--- config.mk ---
export PLATFORM = sky130hd
export DESIGN_NAME = mci_mcu_trace_capture_ctrl
export DESIGN_NICKNAME = d
export VERILOG_FILES = /design/src/rtl/mci_mcu_trace_capture_ctrl.sv
export SDC_FILE = /design/constraint.sdc
export NUM_CORES = 1
export LEC_CHECK = 0
export BUFFER_PORTS_ARGS = -buffer_cell sky130_fd_sc_hd__buf_2
export CELL_PAD_IN_SITES_DETAIL_PLACEMENT = 0
export CELL_PAD_IN_SITES_GLOBAL_PLACEMENT = 1
export CORE_ASPECT_RATIO = 1.5
export CORE_MARGIN = 3
export CORE_UTILIZATION = 29
export DETAILED_ROUTE_END_ITERATION = 16
export GPL_ROUTABILITY_DRIVEN = 0
export GPL_TIMING_DRIVEN = 1
export HOLD_SLACK_MARGIN = 0.1
export PLACE_DENSITY = 0.7
export SLEW_MARGIN = 20
export SYNTH_ARGS = -nofsm -noshare
export SYNTH_HDL_FRONTEND = slang
export SYNTH_SLANG_ARGS = --single-unit
--- constraint.sdc ---
create_clock -name clk -period 4.63 [get_ports clk]
set_clock_uncertainty 0.15 [all_clocks]
set_input_delay 0.926 -clock clk [delete_from_list [all_inputs] [get_ports clk]]
set_output_delay 0.926 -clock clk [all_outputs]
set_load 0.01 [all_outputs]
--- src/rtl/mci_mcu_trace_capture_ctrl.sv ---
// MCU trace capture controller.
// Qualifies the MCU trace stream into the trace-buffer write enable.
// Either every unlocked packet passes straight through (bypass), or an
// arm/trigger/post-count state machine decides which packets are kept.
module mci_mcu_trace_capture_ctrl #(
    parameter int CNT_WIDTH = 16
) (
    input  logic                 clk,
    input  logic                 rst_b,
    input  logic                 debug_en,
    input  logic                 cfg_enable,
    input  logic                 cfg_arm,
    input  logic                 cfg_clear,
    input  logic [31:0]          cfg_trig_addr,
    input  logic [31:0]          cfg_trig_mask,
    input  logic                 cfg_trig_on_exc,
    input  logic [CNT_WIDTH-1:0] cfg_post_count,
    input  logic                 trace_valid_i,
    input  logic [31:0]          trace_addr_i,
    input  logic                 trace_exc_i,
    output logic                 trace_valid_o,
    output logic [1:0]           state_o,
    output logic                 triggered_o,
    output logic [31:0]          trig_addr_o,
    output logic [CNT_WIDTH-1:0] capture_cnt_o
);

    typedef enum logic [1:0] {
        ST_IDLE  = 2'd0,
        ST_ARMED = 2'd1,
        ST_POST  = 2'd2,
        ST_DONE  = 2'd3
    } state_t;

    localparam logic [CNT_WIDTH-1:0] CNT_ZERO = '0;
    localparam logic [CNT_WIDTH-1:0] CNT_ONE  = {{(CNT_WIDTH-1){1'b0}}, 1'b1};
    localparam logic [CNT_WIDTH-1:0] CNT_MAX  = '1;

    state_t                 state;
    logic                   triggered;
    logic [31:0]            trig_addr;
    logic [CNT_WIDTH-1:0]   capture_cnt;
    logic [CNT_WIDTH-1:0]   post_rem;

    logic                   capturing;
    logic                   addr_match;
    logic                   exc_hit;
    logic                   hit;
    logic                   write_en;

    // Trigger detection and the zero-latency write qualifier; the write is
    // always gated by the state as it stands before the clock edge.
    always_comb begin
        addr_match = (((trace_addr_i ^ cfg_trig_addr) & cfg_trig_mask) == 32'd0);
        exc_hit    = cfg_trig_on_exc & trace_exc_i;
        hit        = trace_valid_i & (addr_match | exc_hit);
        capturing  = (state == ST_ARMED) || (state == ST_POST);
        write_en   = trace_valid_i & debug_en & (~cfg_enable | capturing);
    end

    assign trace_valid_o = write_en;
    assign state_o       = state;
    assign triggered_o   = triggered;
    assign trig_addr_o   = trig_addr;
    assign capture_cnt_o = capture_cnt;

    // Capture FSM with its counters and trigger record; priority is
    // debug lock, then clear, then arm, then trigger/post-count progress.
    always_ff @(posedge clk or negedge rst_b) begin
        if (!rst_b) begin
            state       <= ST_IDLE;
            triggered   <= 1'b0;
            trig_addr   <= 32'd0;
            capture_cnt <= CNT_ZERO;
            post_rem    <= CNT_ZERO;
        end else if (!debug_en) begin
            // Locked: drop back to IDLE but keep the trigger record for readout.
            state <= ST_IDLE;
        end else if (!cfg_enable) begin
            // Bypass: FSM parked, counters and flags left as they are.
            state <= ST_IDLE;
        end else if (cfg_clear) begin
            state       <= ST_IDLE;
            triggered   <= 1'b0;
            trig_addr   <= 32'd0;
            capture_cnt <= CNT_ZERO;
            post_rem    <= CNT_ZERO;
        end else if (cfg_arm) begin
            state       <= ST_ARMED;
            triggered   <= 1'b0;
            trig_addr   <= 32'd0;
            capture_cnt <= CNT_ZERO;
            post_rem    <= CNT_ZERO;
        end else begin
            if (write_en && (capture_cnt != CNT_MAX)) begin
                capture_cnt <= capture_cnt + CNT_ONE;
            end
            case (state)
                ST_ARMED: begin
                    if (hit) begin
                        triggered <= 1'b1;
                        trig_addr <= trace_addr_i;
                        post_rem  <= cfg_post_count;
                        state     <= (cfg_post_count == CNT_ZERO) ? ST_DONE : ST_POST;
                    end
                end
                ST_POST: begin
                    if (write_en) begin
                        // The <= guard keeps post_rem from wrapping below zero.
                        if (post_rem <= CNT_ONE) begin
                            post_rem <= CNT_ZERO;
                            state    <= ST_DONE;
                        end else begin
                            post_rem <= post_rem - CNT_ONE;
                        end
                    end
                end
                default: begin
                    state <= state;
                end
            endcase
        end
    end

endmodule

======== Word-level counts from Yosys, hierarchy flattened ========
Cells that the tools add are included.
operators by class
  reduce and logical (&&, ||, !) cells .... 12
  add/sub/neg operators ................... 2
  muxes and demuxes ....................... 26
  bitwise gates (word level) .............. 9
  $lt $le $gt $ge ......................... 1
  equal/unequal tests ..................... 9
operator list
  operator                                              count
  2-to-1 mux 16 bit                                     8
  2-to-1 mux 32 bit                                     4
  AND 32 bit                                            1
  zero test 32 bit                                      1
  one-hot mux 16 bit (2 select lines)                   1
  bitwise XOR 32 bit                                    1
  adder 16 x 1 -> 16 bit, second input constant         1
  <= comparator 16 x 1 -> 1 bit, second input constant  1
  zero test 16 bit                                      1
  != test 16 bit, second input constant                 1
  subtractor 16 x 1 -> 16 bit, second input constant    1
  2-to-1 mux 2 bit                                      7
  != test 6 bit, second input constant                  2
  nonzero test 3 bit                                    3
  != test 4 bit, second input constant                  2
  AND reduction 4 bit                                   2
  != test 6 x 2 -> 1 bit, second input constant         1
  != test 6 x 5 -> 1 bit, second input constant         1
  2-to-1 mux 1 bit                                      5
  AND reduction 5 bit                                   1
  AND 1 bit                                             4
  one-hot mux 2 bit (2 select lines)                    1
  nonzero test 4 bit                                    1
  AND reduction 3 bit                                   1
  6 further kinds                                       7
storage, ports and cells
  flip-flop bits (word level) ............. 67

======== Depth between registers and ports, before layout ========
  word-level depth ........................ 11
  mapped depth ............................ 10
  depth with buffers taken out ............ 9

======== Least setup slack after synthesis ========
OpenSTA, ideal clock, no wires.
  path type ............................... in2reg
  start ................................... input trace_addr_i[5]
  end ..................................... register trig_addr[0] (netlist: trig_addr_o[0])
  buffers on the path ..................... 1
  arrival ................................. 2617 ps
  library setup time ...................... 121 ps
  cell stages on the path ................. 8
  slack ................................... 1742 ps
  path through ............................ xor2_1 a22oi_1 nand4_1 or4_4 a21oi_2 nor2_2 buf_6 a22o_2
between the ends
  word-level cells in the longest chain between the ends .. 7
RTL lines
  element                        line  RTL
  start, declared                19    input logic [31:0] trace_addr_i,
  bitwise XOR 32 bit             54    addr_match = (((trace_addr_i ^ cfg_trig_addr) & cfg_trig_mask) == 32'd0);
  AND 32 bit                     54
  zero test 32 bit               54
  OR 1 bit                       56    hit = trace_valid_i & (addr_match | exc_hit);
  AND 1 bit                      56
  nonzero test 3 bit (no line)   --
  AND reduction 4 bit (no line)  --
  end signal, assigned           102   trig_addr <= trace_addr_i;
  end, declared                  41    logic [31:0] trig_addr;
No other way between the ends.
A chain may end at the register's enable or synchronous reset.

======== Worst setup path in the final report ========
  start ................................... input trace_addr_i[15]
  end ..................................... register post_rem[7]
between the ends
  word-level cells in the longest chain between the ends .. 7
RTL lines
  element                        line  RTL
  bitwise XOR 32 bit             54
  AND 32 bit                     54
  zero test 32 bit               54
  OR 1 bit                       56
  AND 1 bit                      56
  != test 4 bit (no line)        --
  AND reduction 5 bit (no line)  --
  end signal, assigned           103   post_rem <= cfg_post_count;
  end signal, assigned           114   post_rem <= post_rem - CNT_ONE;
  end, declared                  43    logic [CNT_WIDTH-1:0] post_rem;
No other way between the ends.

==> impl_results.md <==
* Count of buffers inserted at the top-level ports at approximately 170
* Worst setup SP type: input pin
* Switching share of total power at 0.248
* DRC violations left at 0
* CTS tree: built
* Gate Count Post-Synth at around 390
* P_int at between 1 and 1.5 mW
* Period minus WS final at roughly 3.2 ns
* Post-route cell area at around 5100 µm²
* Worst rel slew slack at 0.360
* Number of primary I/O pins at 173
* Number of cells after detailed placement at 705
* Post-synthesis sequential area ratio at 0.435
* Antenna violation net count after detailed routing at 0
* Number of max-slew violations in the final report at 0
* Total setup violations reported at the end of the flow at 0
* Library cell used as clock root buffer: sky130_fd_sc_hd__clkbuf_16
* Yosys warning count at 0
* Initial antenna violation count at 1
* Maximum number of pins on one net before global-route repair at 35
* # Max-Cap Violations at 0
* Leakage power at 2.68 nW
* Flop pwr share at 0.433
* TritonCTS Buffers at 9
* Net count, final at around 680
* Hold buffers post-CTS at 0
* Placed cell areas at 4800 µm²
* Post-CTS clock slew at the launch and capture registers of the worst setup and hold paths at 0.05 ns
* Wire length after detailed routing at 12.9 mm
* Placeable core region at 13000 µm²
* Average detailed-routed wire length per instance at 17.9 µm
* Status: finished clean
* Global routing met2 resource utilization at 0.298
* Most used routing layer: met2
* Worst slew pin tran at 0.961 ns
* Distinct cells, synth at 48
* Drt first pass iters at 4
* Area share of the leading cell type in the synthesized netlist at 0.435
* Final standard cell count with taps included and fillers excluded at 721
* Combinational fraction of design power at 0.128
* Gates resized, CTS repair at 0
* Data arrival time of the worst path at 3.25 ns
* Clock network fraction of total power at 0.440
* Maximum ir drop on the vdd rail at between 0.1 and 0.15 mV
* Power density over cell area at 270 nW/µm²
* Cells taking the most area after synthesis: sky130_fd_sc_hd__dfrtp_1, sky130_fd_sc_hd__xor2_1, sky130_fd_sc_hd__a22o_1
* Max H-tree Level at 3
* Setup Fix Bufs, Post-CTS at 0
* Critical path type: in -> reg
* HPWL after detailed placement at 10.1 mm
* Layout cell share with drive strength beyond 1 at 0.386
* Antenna cell count at 0
* Hold Violations, Final at 0
* Clock latency on the worst-skew pair at 0.33 ns
* Most common cell after layout, fill and taps aside: sky130_fd_sc_hd__buf_2
* Global Route met1 Usage at 0.212
* Highest net fanout along the worst path at 16
* Per-instance average area after synthesis at around 10 µm²
* Net count of the mapped netlist at 511
* Net switching power at 0.339 mW
* Sum of overflow across all layers after global routing at 0
* Final setup margin at 1.44 ns
* Most area-hungry cell type in the Yosys netlist: sky130_fd_sc_hd__dfrtp_1
* Via count at 3616
* Number of register bits inferred by synthesis at 67
* Worst hold slack after final layout at around 0.35 ns
* Routing usage on met3 at 0.0356
* Required time worst endpoint at ~4.7 ns
* Max Clock Freq at 314 MHz
* P&R area growth vs syn at 31.3%
* GR Util All Layers at 0.175
* Maximum clock path buffer count at 2
* Std-Cell Rows at 51
* First-pass GRT wire length at 20.1 mm
* Worst setup timing slack at the placement stage at between 1 and 1.5 ns
* Height of the die at around 150 µm
* Initial core utilization at 0.296
* Kind of capture point of the worst setup path: flop
* Initial DRC count at ~130
* Fin Setup TNS at 0 ns
* Post-synth design cell area at 3850 µm²
* Vias in the first global route at roughly 3800
* Die footprint at between 10000 and 15000 µm²
* Tcrit/Tclk final at 0.688
* Leading cell types in the layout, fill and taps excluded: sky130_fd_sc_hd__buf_2, sky130_fd_sc_hd__dfrtp_1, sky130_fd_sc_hd__xor2_1
* Die outline width at 100 µm
* Ratio of routed vias to standard cells at 5.02
* Unrepaired setup endpoints after global routing: false
* Classification of the worst-slack hold path: reg -> reg
* Sinks on the clock net at 67
-- synthesized netlist by cell type, drive strengths merged --
| cell type | instances |
|---|---|
| a211oi | 1 |
| a21o | 3 |
| a21oi | 17 |
| a221o | 1 |
| a221oi | 1 |
| a22o | 39 |
| a22oi | 16 |
| a31oi | 2 |
| a32o | 5 |
| a41oi | 2 |
| and2 | 4 |
| and3 | 8 |
| and4 | 1 |
| buf | 9 |
| clkbuf | 7 |
| dfrtp | 67 |
| ha | 5 |
| inv | 16 |
| mux2i | 3 |
| nand2 | 29 |
| nand2b | 3 |
| nand3 | 13 |
| nand4 | 9 |
| nor2 | 36 |
| nor2b | 2 |
| nor3 | 4 |
| nor4 | 8 |
| nor4b | 1 |
| o21ai | 14 |
| o2bb2ai | 4 |
| o31ai | 2 |
| o32ai | 2 |
| o41ai | 1 |
| or2 | 1 |
| or3 | 1 |
| or4 | 3 |
| xnor2 | 1 |
| xor2 | 44 |
-- worst max-delay path, cell delays in order --
cell	delay, ns
sky130_fd_sc_hd__buf_2	0.11
sky130_fd_sc_hd__xor2_1	0.15
sky130_fd_sc_hd__a22oi_1	0.34
sky130_fd_sc_hd__nand4_1	0.19
sky130_fd_sc_hd__nor4_1	0.75
sky130_fd_sc_hd__a21oi_1	0.16
sky130_fd_sc_hd__buf_4	0.23
sky130_fd_sc_hd__a21o_1	0.16
sky130_fd_sc_hd__a22o_1	0.22
-- worst paths after layout --
kind / start / end / slack (ns) / cells after the start
worst min register to register: trig_addr_o[6]$_DFFE_PN0P_ / trig_addr_o[6]$_DFFE_PN0P_ / 0.35 / 1
worst min-delay path: trig_addr_o[6]$_DFFE_PN0P_ / trig_addr_o[6]$_DFFE_PN0P_ / 0.35 / 1
worst max register to register: state_o[0]$_DFFE_PN0P_ / post_rem[5]$_DFFE_PN0P_ / 1.62 / 8
worst max-delay path: trace_addr_i[15] / post_rem[7]$_DFFE_PN0P_ / 1.44 / 9
max in group asynchronous: rst_b / post_rem[2]$_DFFE_PN0P_ / 2.86 / 2
min in group asynchronous: rst_b / trig_addr_o[0]$_DFFE_PN0P_ / 0.52 / 1
-- routing by layer --
layer	share of wire	vias up
met5	0.00054	-
met2	0.52	110
met1	0.40	1733
met4	0.026	2
li1	-	1750
met3	0.052	21
-- power by group through the flow --
stage / registers [mW] / clock network, mW / logic [mW]
CTS: 0.591 / 0.618 / 0.177
finish: 0.591 / 0.600 / 0.174
detailed placement: 0.601 / 0 / 0.176
floorplan: 0.601 / 0 / 0.0756
global placement: 0.601 / 0 / 0.175
global route: 0.591 / 0.644 / 0.195
-- cells by family (layout without fill, tap and decap cells) --
logic type / after synthesis / count (layout) / share of synthesized area
adder cells (fa/ha/maj): 5 / 5 / 0.0162
AO/OA/AOI/OAI: 110 / 110 / 0.224
multiplexers: 3 / 3 / 0.00779
flip-flops: 67 / 67 / 0.435
buffers and inverters: 32 / 209 / 0.0552
XOR/XNOR: 45 / 45 / 0.102
AND/OR/NAND/NOR: 123 / 123 / 0.160
-- area by class of cell --
type / count / area [µm²]
multi-input combinational: 286 / 1970
clock inverter: 3 / 15.0
fill: 1393 / 7960
timing repair buffer: 177 / 898
sequential: 67 / 1680
tap: 159 / 199
inverter: 16 / 60.1
clock buffer: 13 / 240
-- registers in the layout (all words and copies together), names as in the netlist --
name           count
capture_cnt_o     16
post_rem          16
triggered_o        1
trig_addr_o       32
state_o            2
-- per-stage QoR --
stage,util,power [mW]
2_1_floorplan,-,0.677
3_3_place_gp,0.369,0.776
3_5_place_dp,0.369,0.777
4_1_cts,0.388,1.39
5_1_grt,0.389,1.43
6_report,0.389,1.37
Note: power is estimated with default switching activity, not from simulation.
